<file path="src/rtl/regfile_sequencer.sv">
`timescale 1ns/1ps
`default_nettype none
// ============================================================================
//  Module   : regfile_sequencer
//  Purpose  : Four-state command sequencer driving an external register file.
//             Accepts LDI/MOV/ADD/SUB commands, reads up to two source
//             registers, computes the result and writes it back, keeping
//             carry/borrow and zero flags of the last retired MOV/ADD/SUB.
//  Revision : 1.0 - initial release
// ----------------------------------------------------------------------------
//  Ports
//    clk                      : clock, all state changes on rising edge
//    reset_n                  : asynchronous active-low reset
//    cmd_valid / cmd_ready    : command handshake (ready only when idle)
//    cmd_op                   : 0 LDI, 1 MOV, 2 ADD, 3 SUB
//    cmd_rd/cmd_rs0/cmd_rs1   : destination and source register indices
//    cmd_imm                  : immediate for LDI
//    rd0_*/rd1_*              : register-file read ports (data one cycle late)
//    wr_enable/addr/data      : register-file write port
//    done                     : one-cycle pulse when a command retires
//    flag_c / flag_z          : carry/borrow and zero flags
// ============================================================================
module regfile_sequencer #(
   parameter int DATA_WIDTH = 8,
   parameter int ADDR_WIDTH = 3
) (
   input  logic                  clk,
   input  logic                  reset_n,
   input  logic                  cmd_valid,
   output logic                  cmd_ready,
   input  logic [1:0]            cmd_op,
   input  logic [ADDR_WIDTH-1:0] cmd_rd,
   input  logic [ADDR_WIDTH-1:0] cmd_rs0,
   input  logic [ADDR_WIDTH-1:0] cmd_rs1,
   input  logic [DATA_WIDTH-1:0] cmd_imm,
   output logic                  rd0_enable,
   output logic [ADDR_WIDTH-1:0] rd0_addr,
   input  logic [DATA_WIDTH-1:0] rd0_data,
   output logic                  rd1_enable,
   output logic [ADDR_WIDTH-1:0] rd1_addr,
   input  logic [DATA_WIDTH-1:0] rd1_data,
   output logic                  wr_enable,
   output logic [ADDR_WIDTH-1:0] wr_addr,
   output logic [DATA_WIDTH-1:0] wr_data,
   output logic                  done,
   output logic                  flag_c,
   output logic                  flag_z
);

   localparam logic [1:0] C_OP_LDI = 2'd0;
   localparam logic [1:0] C_OP_MOV = 2'd1;
   localparam logic [1:0] C_OP_ADD = 2'd2;
   localparam logic [1:0] C_OP_SUB = 2'd3;

   typedef enum logic [1:0] {
      S_IDLE  = 2'd0,
      S_READ  = 2'd1,
      S_EXEC  = 2'd2,
      S_WRITE = 2'd3
   } state_t;

   state_t                  r_state;
   state_t                  w_state_next;

   logic [1:0]              r_op;
   logic [ADDR_WIDTH-1:0]   r_rd;
   logic [ADDR_WIDTH-1:0]   r_rs0;
   logic [ADDR_WIDTH-1:0]   r_rs1;
   logic [DATA_WIDTH-1:0]   r_result;
   logic                    r_carry;
   logic                    r_flag_c;
   logic                    r_flag_z;

   logic                    w_accept;
   logic [DATA_WIDTH:0]     w_sum;
   logic [DATA_WIDTH:0]     w_diff;
   logic [DATA_WIDTH-1:0]   w_exec_result;
   logic                    w_exec_carry;

   assign w_accept = cmd_valid && (r_state == S_IDLE);

   // Zero-extended arithmetic: the top bit is the carry for ADD and, for SUB,
   // goes high exactly when the subtraction wraps, i.e. A < B (borrow).
   assign w_sum  = {1'b0, rd0_data} + {1'b0, rd1_data};
   assign w_diff = {1'b0, rd0_data} - {1'b0, rd1_data};

   always_comb begin
      w_exec_result = rd0_data;
      w_exec_carry  = 1'b0;
      case (r_op)
         C_OP_ADD: begin
            w_exec_result = w_sum[DATA_WIDTH-1:0];
            w_exec_carry  = w_sum[DATA_WIDTH];
         end
         C_OP_SUB: begin
            w_exec_result = w_diff[DATA_WIDTH-1:0];
            w_exec_carry  = w_diff[DATA_WIDTH];
         end
         default: begin
            w_exec_result = rd0_data;
            w_exec_carry  = 1'b0;
         end
      endcase
   end

   // State register
   always_ff @(posedge clk or negedge reset_n) begin
      if (!reset_n) begin
         r_state <= S_IDLE;
      end else begin
         r_state <= w_state_next;
      end
   end

   // Next state and all port strobes; outputs are pure state decodes so a
   // reset forces them to zero without waiting for a clock edge.
   always_comb begin
      w_state_next = r_state;
      cmd_ready    = 1'b0;
      rd0_enable   = 1'b0;
      rd0_addr     = '0;
      rd1_enable   = 1'b0;
      rd1_addr     = '0;
      wr_enable    = 1'b0;
      wr_addr      = '0;
      wr_data      = '0;
      done         = 1'b0;
      case (r_state)
         S_IDLE: begin
            cmd_ready = 1'b1;
            if (cmd_valid) begin
               w_state_next = (cmd_op == C_OP_LDI) ? S_WRITE : S_READ;
            end
         end
         S_READ: begin
            rd0_enable = 1'b1;
            rd0_addr   = r_rs0;
            if (r_op == C_OP_ADD || r_op == C_OP_SUB) begin
               rd1_enable = 1'b1;
               rd1_addr   = r_rs1;
            end
            w_state_next = S_EXEC;
         end
         S_EXEC: begin
            w_state_next = S_WRITE;
         end
         S_WRITE: begin
            wr_enable    = 1'b1;
            wr_addr      = r_rd;
            wr_data      = r_result;
            done         = 1'b1;
            w_state_next = S_IDLE;
         end
         default: begin
            w_state_next = S_IDLE;
         end
      endcase
   end

   // Command latch, result and flags
   always_ff @(posedge clk or negedge reset_n) begin
      if (!reset_n) begin
         r_op     <= C_OP_LDI;
         r_rd     <= '0;
         r_rs0    <= '0;
         r_rs1    <= '0;
         r_result <= '0;
         r_carry  <= 1'b0;
         r_flag_c <= 1'b0;
         r_flag_z <= 1'b0;
      end else begin
         if (w_accept) begin
            r_op     <= cmd_op;
            r_rd     <= cmd_rd;
            r_rs0    <= cmd_rs0;
            r_rs1    <= cmd_rs1;
            // LDI goes straight to WRITE, so the immediate is the result.
            r_result <= cmd_imm;
         end
         if (r_state == S_EXEC) begin
            r_result <= w_exec_result;
            r_carry  <= w_exec_carry;
         end
         if (r_state == S_WRITE && r_op != C_OP_LDI) begin
            r_flag_c <= r_carry;
            r_flag_z <= (r_result == '0);
         end
      end
   end

   assign flag_c = r_flag_c;
   assign flag_z = r_flag_z;

endmodule
`default_nettype wire

</file>
<file path="config.mk">
export PLATFORM = sky130hd
export DESIGN_NAME = regfile_sequencer
export DESIGN_NICKNAME = d
export VERILOG_FILES = /design/src/rtl/regfile_sequencer.sv
export SDC_FILE = /design/constraint.sdc
export NUM_CORES = 1
export LEC_CHECK = 0
export CAP_MARGIN = 20
export CORE_MARGIN = 5
export CORE_UTILIZATION = 25
export CTS_CLUSTER_SIZE = 25
export DETAILED_ROUTE_END_ITERATION = 16
export GPL_TIMING_DRIVEN = 0
export HOLD_SLACK_MARGIN = 0.05
export PLACE_DENSITY = 0.54
export SETUP_SLACK_MARGIN = 0.2
export SYNTH_ARGS = -nofsm -noshare
export SYNTH_HDL_FRONTEND = slang
export SYNTH_SLANG_ARGS = --single-unit
</file>
<file path="constraint.sdc">
create_clock -name clk -period 1.47 [get_ports clk]
set_input_delay 0.294 -clock clk [delete_from_list [all_inputs] [get_ports clk]]
set_output_delay 0.294 -clock clk [all_outputs]
set_load 0.01 [all_outputs]
</file>
==> qor.txt, run 1 <==
CP Class: reg2reg
Design area: 3860 sq um
Clk slew on worst S/H paths: 0.08 ns
Total power: 6.31 mW
Final Cycle Share: 124%
Final hold slack: 0.314 ns
Crit-path slowest cell: dfrtp_1
Max Freq: 548 MHz
Final hold violation count: 0
Sequential share of the synthesized area: 30.2%
Initial Util: 25.7%
RSZ-0062 raised after global routing: yes
Initial antenna violation count: 0
# clock sinks: 24
Lkg Pwr: 1.72 nW
Setup WS pre-CTS: -1.33 ns
Largest fanout on the critical path: 3
CP peak stage delay: 0.42 ns
CP top delay family: compound AO/OA/AOI/OAI gates
Power Internal: 3.99 mW
H-tree levels: 1
Core ar.: 7730 sq um
Worst setup EP type: flip-flop
Ys flop type: dfrtp_1
R2r startpoint: r_op[0]
Startpoint types: flip-flop
Cell Area, Synth: 1990 sq um
Most frequent cells in the layout: buf_6 (42), buf_4 (23), dfrtp_1 (22), clkdlybuf4s50_1 (22), and2_4 (15)
Max-slew headroom: 60.8%
DR pass1 iterations: 4
Average routed wire per standard cell: 15.5 um
Post-Syn Instances: 219
Net switching power: 2.33 mW
Cell area after placement: 2980 sq um
Worst Skew: 0.00241 ns
Hold WC Path Type: in2async
Vias per cell: 4.67
Die Y: 99.2 um
Register bit total from synthesis: 24
Gate power share: 73.7%
CTS tree: done
# IOs: 62
Ys Warns: 0
Diodes inserted: 0
R2R depth: 7
Most common cell after layout, fill and taps aside: buf_6
Max-Cap Viols: 0
Avg Inst Size Synth: 9.07 sq um
Failing checks: setup timing
Post-DP HPWL: 4.62 mm
Num CTS Buffers: 3
Syn_nets: 280
Setup TNS: -5.17 ns
CP required: 1.66 ns
Site Rows: 32
Vias in the first global route: 2,084
Crit path buf inv count: 1
GRT Overall Usage: 12.7%
Netlist cell types: 42
RD Place Congestion: 0.808
PortBufs: 60
Final wirelength: 6.64 mm
Minimum clock period: 1.82 ns
Cells along the critical path: buf_6 -> and2_4 -> o21bai_1 -> a222oi_1 -> o31ai_2 -> mux2_1 -> a31oi_1
Via count: 2,000
Sequential share of power: 20.2%
Die Wd: 99.2 um
Overflow after GRT: 0
Util after Layout: 49.9%
Post-synth EDFFs: 0
Pin count of the biggest net entering global routing: 20
R2r setup slk: -0.35 ns
DRC Markers: 0
Clock power frac: 6.1%
Placed Cells: 382
NumNets Final: 389
Area Growth Syn to Fin: 94.1%
R2r endpoint: r_result[7]
Die ar.: 9830 sq um
Clk_lat worst skew: 0.26 ns
Fraction of layout cells with a size suffix above 1: 54.6%
First-pass GRT wire length: 10.3 mm
Final setup viols: 42
Clock Tree Root: clkbuf_8
Status: finished with violations
DR iter-0 viols: 47
Max clock buf depth: 2
Antenna viol nets, final: 0
Async SR Flop Fraction: 100%
Sw frac: 36.9%
Worst-margin pin slew: 0.587 ns
Arrival time worst endpoint: 2.01 ns
Final Max Tran Viols: 0
P per Cell Area: 1640 nW/um^2
Worst vdd ir: 447 uV
Post-route setup slack: -0.354 ns
Post-route insts no fill: 428
worst max-delay path by stage:
stage | end | cells past startpoint | slack (ns) | from
final | r_result[7] | 7 | -0.35 | r_op[0]
after global routing | r_result[7] | 7 | -0.46 | r_op[0]
after CTS | r_result[7] | 7 | -0.32 | r_op[0]
after detailed placement | r_result[6] | 10 | -1.33 | rd0_data[0]
after global placement | r_result[6] | 10 | -1.33 | rd0_data[0]
after floorplan | r_result[7] | 8 | -0.36 | rd1_data[4]
per-layer routing:
layer / global-route usage, % / vias up / part of all wire, %
li1: - / 985 / -
met1: 16.1 / 963 / 43
met2: 23.0 / 50 / 52
met3: 2.03 / 2 / 4.5
met4: 2.21 / 0 / 0.32
met5: 0 / - / 0
worst reg2reg max path: stages (launching register included):
cell and delay (ns):
dfrtp_1 0.42, buf_6 0.13, and2_4 0.13, o21bai_1 0.14
a222oi_1 0.31, o31ai_2 0.13, mux2_1 0.34, a31oi_1 0.16
timing repair:
item	CTS	global route
endpoints found under the setup margin	39	46
cloned	1	2
resized for setup	230	58
pin swaps	27	17
buffers inserted	30	10
hold buffers	0	0
power by group through the flow:
| stage | combinational (mW) | sequential [mW] | clock, mW |
|---|---|---|---|
| after detailed placement | 2.85 | 1.24 | 0 |
| final | 4.66 | 1.27 | 0.384 |
| after global placement | 2.84 | 1.23 | 0 |
| after global routing | 4.97 | 1.31 | 0.427 |
| after CTS | 3.79 | 1.24 | 0.404 |
| after floorplan | 1.86 | 1.18 | 0 |
registers in the layout, summed over array words and instances, names as in the netlist:
register / flops
flag_c: 1
r_state: 2
r_rs0: 3
r_rd: 3
r_carry: 1
r_rs1: 3
flag_z: 1
r_op: 2
r_result: 8
synthesized netlist by cell type (all sizes together) (2+ instances only):
cell type	number	area, sq um
o21ai	10	50.1
ha	21	263
nand2b	3	18.8
o31ai	3	22.5
nand2	9	33.8
a211oi	9	67.6
nand3	3	15.0
inv	16	60.1
a21oi	15	75.1
a31oi	2	12.5
buf	3	23.8
nor4	4	25.0
clkbuf	10	37.5
mux2i	7	70.1
nor2b	2	12.5
nor3	2	10.0
a21o	3	22.5
and2	16	103
nor2	11	43.8
and3	9	56.3
o211ai	2	15.0
mux2	13	146
fa	2	40.0
o21bai	4	30.0
a211o	2	17.5
xnor2	4	35.0
dfrtp	24	601
layout make-up:
| class | instances | area, sq um |
|---|---|---|
| multi-input combinational | 166 | 1690 |
| buffer | 13 | 179 |
| fill | 713 | 3870 |
| inverter | 16 | 100 |
| timing repair buffer | 104 | 1110 |
| sequential | 24 | 603 |
| tap | 102 | 128 |
| clock buffer | 3 | 41.3 |
cells by family after synthesis:
family,count (synthesis),synth area share (%)
flip-flops,24,30.2
AO/OA/AOI/OAI,54,17.5
adder cells (fa/ha/maj),23,15.2
multiplexers,20,10.9
AND/OR/NAND/NOR,64,17.8
XOR/XNOR,5,2.20
buffers and inverters,29,6.11
(Power assumes the default switching activity.)
==> inputs of run 2 (changes only) <==
ABC_AREA = 0   (was default)
==> results of run 2 <==
Same layout as run 1: the final DEF is identical, and so are final timing and power.
==> RTL edit, RTL diff (settings of run 2) <==
The parameter `DATA_WIDTH` goes from 8 to 10.
--- a/src/rtl/regfile_sequencer.sv
+++ b/src/rtl/regfile_sequencer.sv
@@ -21,7 +21,7 @@
 //    flag_c / flag_z          : carry/borrow and zero flags
 // ============================================================================
 module regfile_sequencer #(
-   parameter int DATA_WIDTH = 8,
+   parameter int DATA_WIDTH = 10,
    parameter int ADDR_WIDTH = 3
 ) (
    input  logic                  clk,
Interface: changed (resized cmd_imm, rd0_data, rd1_data and wr_data); port bits go from 62 to 70. No check against the original RTL was run, so the function may have changed too.
==> RTL edit against run 2 <==
  * Synthesized area up 20%
  * Total power up 17%
  * Largest power group unchanged
  * Largest cell class unchanged
  * Sequential cell count up 2
  * Cell area up 19%
  * Cell count up 21%
  * Setup slack worse by 0.18 ns
  * Via count up 28%
  * Non-clock buffer count up 19
  * The flow still finishes with violations (setup timing)
  * Wire length up 32%
==> RTL edit: results (changes against run 2) <==
Outcome: finished, violations left
Failing checks: setup timing
FF-to-FF End: r_rs0[0]
Worst setup margin: -0.5340 ns (-0.1796 ns)
Synth cell types: 48 (+14%)
Place WS: -1.421 ns (-0.09440 ns)
Placed cell count: 465 (+22%)
Critical Path End: r_result[6]
Final worst path period need: 2.004 ns (+0.1796 ns)
M2 GR Usage: 27.26% (+4.2 points)
Layout cells sized above 1: 55.13% (+0.53 points)
First-pass GRT wire length: 13890 microns (+35%)
Synth top area cells: dfrtp_1, ha_1, mux2_2, and2_1, inv_1
Post-Syn Area per Cell: 8.961 sq um (-1.2%)
Setup TNS: -14.07 ns (-8.901 ns)
Routed wl met2: 4355 microns (+26%)
Syn Nets: 336 (+20%)
Largest net degree at the start of global routing: 18 (-10%)
Compound-Gate Fraction of Synth Area: 20.73% (+3.2 points)
Clk_skew: 0.008322 ns (+0.005914 ns)
GRT Total Usage: 14.88% (+2.2 points)
Crit-path max FO: 2 (-1)
Setup Buffers After CTS: 34 (+13%)
Vias per Instance: 4.904 (+4.9%)
Number of port buffers: 69 (+15%)
Drt first pass iters: 4 (unchanged)
Leak pwr: 2.028 nW (+18%)
Met1 usage: 17.90% (+1.8 points)
Vias in the first global route: 2664 (+28%)
Max reg flops: 10 (+2)
Worst VDD drop: 0.0007885 V (+77%)
Arr. time, crit path: 2.17 ns (+0.16 ns)
Post-Synth Adder-Cell Area: 14.28% (-0.96 points)
Met3 wire len: 424 microns (+42%)
Post-synthesis mux area share: 11.02% (+0.13 points)
Grt met3 use: 2.579% (+0.55 points)
Worst Setup SP: rd0_data[0]
Post-synthesis sequential area ratio: 27.30% (-2.9 points)
Synth top cells by count: dfrtp_1, ha_1, inv_1
CP max-delay cell: fa_2
Placed inst area: 3400 sq um (+14%)
Initial antenna violation count: 1 (+1)
Slowest stage delay, CP: 0.36 ns (-0.06 ns)
Reg2Reg Depth: 10 (+3)
HPWL Detailed: 5953 microns (+29%)
R2R Path Start: r_state[0]
Initial DRC Count: 159 (+240%)
Worst skew pair latency: 0.28 ns (+0.02 ns)
Max-slew headroom: 43.40% (-17 points)
Fin Hold WS: 0.09902 ns (-0.2150 ns)
# setup viols final: 49 (+17%)
Worst reg2reg setup slack: -0.37 ns (-0.02 ns)
Root Buffer: clkbuf_8
Post-route insts no fill: 520 (+21%)
Nets@finish: 461 (+19%)
[RTL edit: layout make-up]
cell class | instances | area [sq um]
Inverter | 23 | 117.6
Antenna cell | 1 | 2.502
Fill cell | 842 | 4679
Timing Repair Buffer | 120 | 1289
Clock inverter | 1 | 30.03
Sequential cell | 26 | 653.1
Multi-Input combinational cell | 201 | 2126
Buffer | 16 | 183.9
Clock buffer | 3 | 41.29
Tap cell | 129 | 161.4
[RTL edit: cell families (layout without fill, tap and decap cells)]
kind of cell	count (synthesis)	count (layout)
and+or+nand+nor	82	82
AOI/OAI and AO/OA	65	65
buffers and inverters	39	163
adders and majority gates	26	26
DFF	26	26
muxes	24	24
xor gates and xnor gates	4	4
other	0	1
[RTL edit: report_power, final]
| part | switching [mW] | internal, mW |
|---|---|---|
| Combinational | 2.26 | 3.12 |
| Clock | 0.248 | 0.365 |
| Sequential | 0.316 | 1.08 |
| Total | 2.83 | 4.57 |
